`config.mk`:
```
export PLATFORM = sky130hd
export DESIGN_NAME = prog_delay_line
export DESIGN_NICKNAME = d
export VERILOG_FILES = /design/src/rtl/prog_delay_line.sv
export SDC_FILE = /design/constraint.sdc
export NUM_CORES = 1
export LEC_CHECK = 0
export BUFFER_PORTS_ARGS = -buffer_cell sky130_fd_sc_hd__buf_2
export CORE_ASPECT_RATIO = 1.4
export CORE_MARGIN = 3
export CORE_UTILIZATION = 35
export CTS_CLUSTER_DIAMETER = 50
export DETAILED_ROUTE_END_ITERATION = 16
export SETUP_SLACK_MARGIN = 0.15
export SYNTH_ARGS = -nofsm -noshare
export SYNTH_HDL_FRONTEND = slang
export SYNTH_SLANG_ARGS = --single-unit
```
`constraint.sdc`:
```
create_clock -name clk -period 2.6 [get_ports clk]
set_clock_uncertainty 0.05 [all_clocks]
set_input_delay 0.39 -clock clk [delete_from_list [all_inputs] [get_ports clk]]
set_output_delay 0.39 -clock clk [all_outputs]
set_load 0.01 [all_outputs]
```
`src/rtl/prog_delay_line.sv`:
```
// Programmable delay line: each accepted sample is delayed by N (1..MAX_N) accepted samples
// through a circular buffer. Output is suppressed until N samples have been collected.
module prog_delay_line #(
  parameter int DW     = 16,
  parameter int MAX_N  = 64,
  parameter int NW     = 7,
  parameter int N_INIT = 64
) (
  input  logic          clk,
  input  logic          rst_n,
  input  logic          en,
  input  logic [DW-1:0] din,
  input  logic          load,
  input  logic [NW-1:0] delay_sel,
  input  logic          flush,
  output logic [DW-1:0] dout,
  output logic          dout_valid,
  output logic          primed
);
  localparam int AW = (MAX_N > 1) ? $clog2(MAX_N) : 1;

  typedef enum logic [1:0] {EMPTY, FILL, RUN} state_t;

  state_t        state_q, state_d;
  logic [NW-1:0] n_q, n_d;
  logic [NW-1:0] fill_q, fill_d;
  logic [AW-1:0] wr_ptr_q, wr_ptr_d;
  logic [DW-1:0] dout_q, dout_d;
  logic          dout_valid_q, dout_valid_d;
  logic [DW-1:0] mem_q [MAX_N];
  logic [NW:0]   rd_sum;
  logic [AW-1:0] rd_addr;
  logic          restart;

  function automatic logic [NW-1:0] clamp_delay(input logic [NW-1:0] sel);
    logic [NW-1:0] r;
    r = sel;
    if (sel == '0)
      r = NW'(1);
    else if (sel > NW'(MAX_N))
      r = NW'(MAX_N);
    return r;
  endfunction

  // Read address (wr_ptr - N) mod MAX_N, biased by MAX_N to stay non-negative.
  always_comb begin
    rd_sum = (NW+1)'(wr_ptr_q) + (NW+1)'(MAX_N) - {1'b0, n_q};
    if (rd_sum >= (NW+1)'(MAX_N))
      rd_addr = AW'(rd_sum - (NW+1)'(MAX_N));
    else
      rd_addr = AW'(rd_sum);
  end

  assign restart = load | flush;

  always_comb begin
    state_d      = state_q;
    n_d          = n_q;
    fill_d       = fill_q;
    wr_ptr_d     = wr_ptr_q;
    dout_d       = dout_q;
    dout_valid_d = 1'b0;

    if (load)
      n_d = clamp_delay(delay_sel);

    if (en)
      wr_ptr_d = (wr_ptr_q == AW'(MAX_N - 1)) ? '0 : wr_ptr_q + AW'(1);

    if (restart) begin
      // A coincident sample is kept as the first sample of the new fill.
      if (en) begin
        fill_d  = NW'(1);
        state_d = (n_d == NW'(1)) ? RUN : FILL;
      end else begin
        fill_d  = '0;
        state_d = EMPTY;
      end
    end else if (en) begin
      if (state_q == RUN) begin
        dout_d       = mem_q[rd_addr];
        dout_valid_d = 1'b1;
      end else begin
        fill_d  = fill_q + NW'(1);
        state_d = (fill_d == n_q) ? RUN : FILL;
      end
    end
  end

  always_ff @(posedge clk or negedge rst_n) begin
    if (!rst_n) begin
      state_q      <= EMPTY;
      n_q          <= NW'(N_INIT);
      fill_q       <= '0;
      wr_ptr_q     <= '0;
      dout_q       <= '0;
      dout_valid_q <= 1'b0;
    end else begin
      state_q      <= state_d;
      n_q          <= n_d;
      fill_q       <= fill_d;
      wr_ptr_q     <= wr_ptr_d;
      dout_q       <= dout_d;
      dout_valid_q <= dout_valid_d;
    end
  end

  // Sample storage carries no reset; fill tracking keeps stale entries from being emitted.
  always_ff @(posedge clk) begin
    if (en)
      mem_q[wr_ptr_q] <= din;
  end

  assign dout       = dout_q;
  assign dout_valid = dout_valid_q;
  assign primed     = (state_q == RUN);

endmodule

```
==> impl_metrics.ini <==
[outcome]
violated_checks = negative setup slack
status = finished, violations left

[global_routing]
globalRoute.totalOverflow = 0
maximum_number_of_pins_on_one_net_before_global_route_repair = 65
gr-usage-all-layers = 0.178
first_global_vias = 22128
grt_antenna_before_repair = 4
grt_first_pass_wirelength_um = 156000

[logic_synthesis]
syn-instance-count = 2008
ys_dominant_reg_cell = edfxtp_1
synth_enable_flop_cells = 1024
ys_ff_latch = 1063
syn-num-nets = 2044
ys_async_sr_fraction = 0.0367
netlist-cell-type-count = 54
synth_area_per_cell_um2 = 20.6
synth_sequential_area_ratio = 0.767
mappedNetlistArea_um2 = 41400
yosys_warnings = 0

[floorplanning]
chipWidth_um = 297
initial_utilization = 0.354
core_region_um2 = 117000
fp-row-count = 148
ioPinCount = 46
die_height_um = 413
die_area_um2 = 122000

[route]
routed_wirelength_um = 109000
dr.pass1.iters = 5
postRouteAntennaNets = 0
vias_per_cell = 5.28
first_iter_violations = 1737
post_drt_wl_per_cell_um = 27.0
routed-via-count = 21317
remaining_drc_errors = 0

[cells_and_area]
layout_common_cells = edfxtp_1, mux4_2, buf_4
instances_no_fill = 4037
fin_nets = 2415
fin_area_um2 = 50900
layout_cell_share_with_drive_strength_beyond_1 = 0.367
leading_cell_type_in_the_layout_fill_and_taps_excluded = edfxtp_1
synthToLayoutAreaGrowth_pct = 23.0

[placed_design]
postPlaceCellArea_um2 = 46500
routabilityCongestion = 0.808
placement.io_buffers = 45
dp_hpwl_um = 69300
place.detailed.instances = 3806

[clock_network]
ctsHtreeMaxLevel = 3
cts.sinks = 1063
clock_insertion_delay_worst_skew_ps = 680
number_of_cts_inserted_buffers = 97
cts.reportedPaths.clkPinSlew_ps = 70
clock_path_buffers = 3
cts_tree = done
root_buffer = clkbuf_16

[hold_path]
worst_hold_path_class = input port to register

[timing]
final-setup-viol-count = 16
totalNegativeSetupSlack_ps = -7690
max_slew_violations = 0
final.min_clock_period_ps = 3120
slew_headroom = 0.322
report.final.hold_viol_count = 0
worst_slack_setup_final_ps = -518
timing.fmax_mhz = 321
unrepaired_setup_endpoints_after_global_routing = true
fin_crit_sh = 1.20
timing_worst_slew_pin_value_ps = 1020

[power]
total_power_mw = 51.3
power.net_switching_mw = 15.9
seq_power_share = 0.380
logic_pwr_share = 0.341
power.clock.fraction = 0.278
power.share.switching = 0.311
leakage_power_nw = 16.7
p_int_mw = 35.4
power_density_nw_per_um2 = 1010
peak_supply_drop_mv = 0.810

[critical_path]
path_class = register to register
end_kind = register
cp_cell_sequence = inv_2 -> ha_4 -> fa_4 -> buf_12 -> buf_12 -> mux4_2 -> mux2_4 -> a22oi_2 -> nand4_1
crit_path_max_incr_delay_ps = 890
worst_path_max_delay_cell = fa_4
path_common_cell = buf_12
startpoint_type = register
timing.critical_path.fanout_max = 10
worst_ep_required_time_ps = 3110
worst-endpoint-arrival_ps = 3630

[run]
cap_violations = 0
-- cell families after synthesis --
logic type / after synthesis / synth area share
adder cells (fa/ha/maj): 8 / 0.00260
AND/OR/NAND/NOR: 395 / 0.0428
XOR/XNOR: 20 / 0.00441
multiplexers: 323 / 0.156
flip-flops: 1063 / 0.767
buffers and inverters: 117 / 0.0118
AO/OA/AOI/OAI: 82 / 0.0155
-- cell usage after synthesis, drive strengths merged (2+ instances only) --
cell type / number / area, um2
a21o: 2 / 15.0
a21oi: 9 / 67.6
a22oi: 15 / 113
a31oi: 2 / 12.5
a32oi: 17 / 149
and2: 2 / 12.5
and3b: 2 / 17.5
and4: 2 / 17.5
buf: 41 / 201
clkbuf: 67 / 251
dfrtp: 38 / 951
edfxtp: 1024 / 30700
ha: 7 / 87.6
inv: 9 / 33.8
mux2: 31 / 349
mux2i: 36 / 360
mux4: 256 / 5770
nand2: 169 / 634
nand2b: 4 / 25.0
nand3: 93 / 465
nand3b: 2 / 15.0
nand4: 18 / 113
nor2: 78 / 295
nor2b: 4 / 25.0
nor3: 7 / 35.0
nor4: 4 / 37.5
o21ai: 6 / 30.0
o22a: 16 / 140
o22ai: 7 / 43.8
or2: 3 / 18.8
or3: 2 / 12.5
or3b: 3 / 26.3
xnor2: 11 / 96.3
xor2: 9 / 86.3
-- stage by stage --
| stage | util | hold slack [ps] | setup slack (ps) |
|---|---|---|---|
| 2_1_floorplan | - | 44.4 | 43.4 |
| 3_3_place_gp | 0.398 | 493 | -773 |
| 3_5_place_dp | 0.398 | 492 | -786 |
| 4_1_cts | 0.429 | 8.43 | -505 |
| 5_1_grt | 0.436 | 76.4 | -609 |
| 6_report | 0.436 | 53.1 | -518 |
-- path summary, 6_finish.rpt --
path / end / cells after the start / from / slack (ps)
max: dout[12] / 9 / wr_ptr_q[0] / -520
max reg2reg: dout[12] / 9 / wr_ptr_q[0] / -520
min: n_q[1] / 3 / load / 50
min reg2reg: dout[13] / 2 / dout[13] / 510
max in group asynchronous: dout[14] / 3 / rst_n / 1740
min in group asynchronous: n_q[5] / 3 / rst_n / 300
-- routing by layer --
metal | up-vias | routed length [um] | track usage
met3 | 157 | 5030 | 0.0232
met4 | 0 | 4220 | 0.0765
met1 | 11549 | 41100 | 0.215
li1 | 9003 | - | -
met5 | - | 0 | 0
met2 | 608 | 58600 | 0.318
-- layout make-up --
type / instances / area, um2
Sequential cell: 1063 / 31700
Fill cell: 9955 / 65900
Multi-Input combinational cell: 828 / 9840
Clock inverter: 67 / 698
Antenna cell: 6 / 15.0
Inverter: 9 / 33.8
Clock buffer: 109 / 2480
Tap cell: 1575 / 1970
Timing Repair Buffer: 380 / 4140
-- what timing repair did --
action | 4_1_cts | 5_1_grt
endpoints found under the setup margin | 16 | 16
hold buffers | 10 | 0
endpoints found under the hold margin | 44 | 0
gates cloned | 3 | 8
setup buffers | 9 | 19
pin swaps | 10 | 44
gates resized for setup | 52 | 78
-- registers in the layout (all words and copies together) (netlist names) --
name,cells
wr_ptr_q,6
mem_q,1024
n_q,7
state_q,2
dout_valid,1
fill_q,7
dout,16
-- worst max-delay path, delay by kind of cell (launching register included) --
family / cells / cell delay (ps)
simple gates: 1 / 140
fa+ha+maj: 2 / 1050
flops: 1 / 370
mux: 2 / 600
buf+inv: 3 / 420
compound gates: 1 / 350
-- power by group through the flow --
| stage | clock network (mW) | logic (mW) | registers (mW) |
|---|---|---|---|
| floorplan | 0 | 8.38 | 19.8 |
| global placement | 0 | 15.4 | 19.9 |
| detailed placement | 0 | 15.5 | 19.9 |
| CTS | 14.6 | 16.3 | 19.5 |
| global route | 15.2 | 18.3 | 19.5 |
| finish | 14.3 | 17.5 | 19.5 |
(Power assumes the default switching activity.)
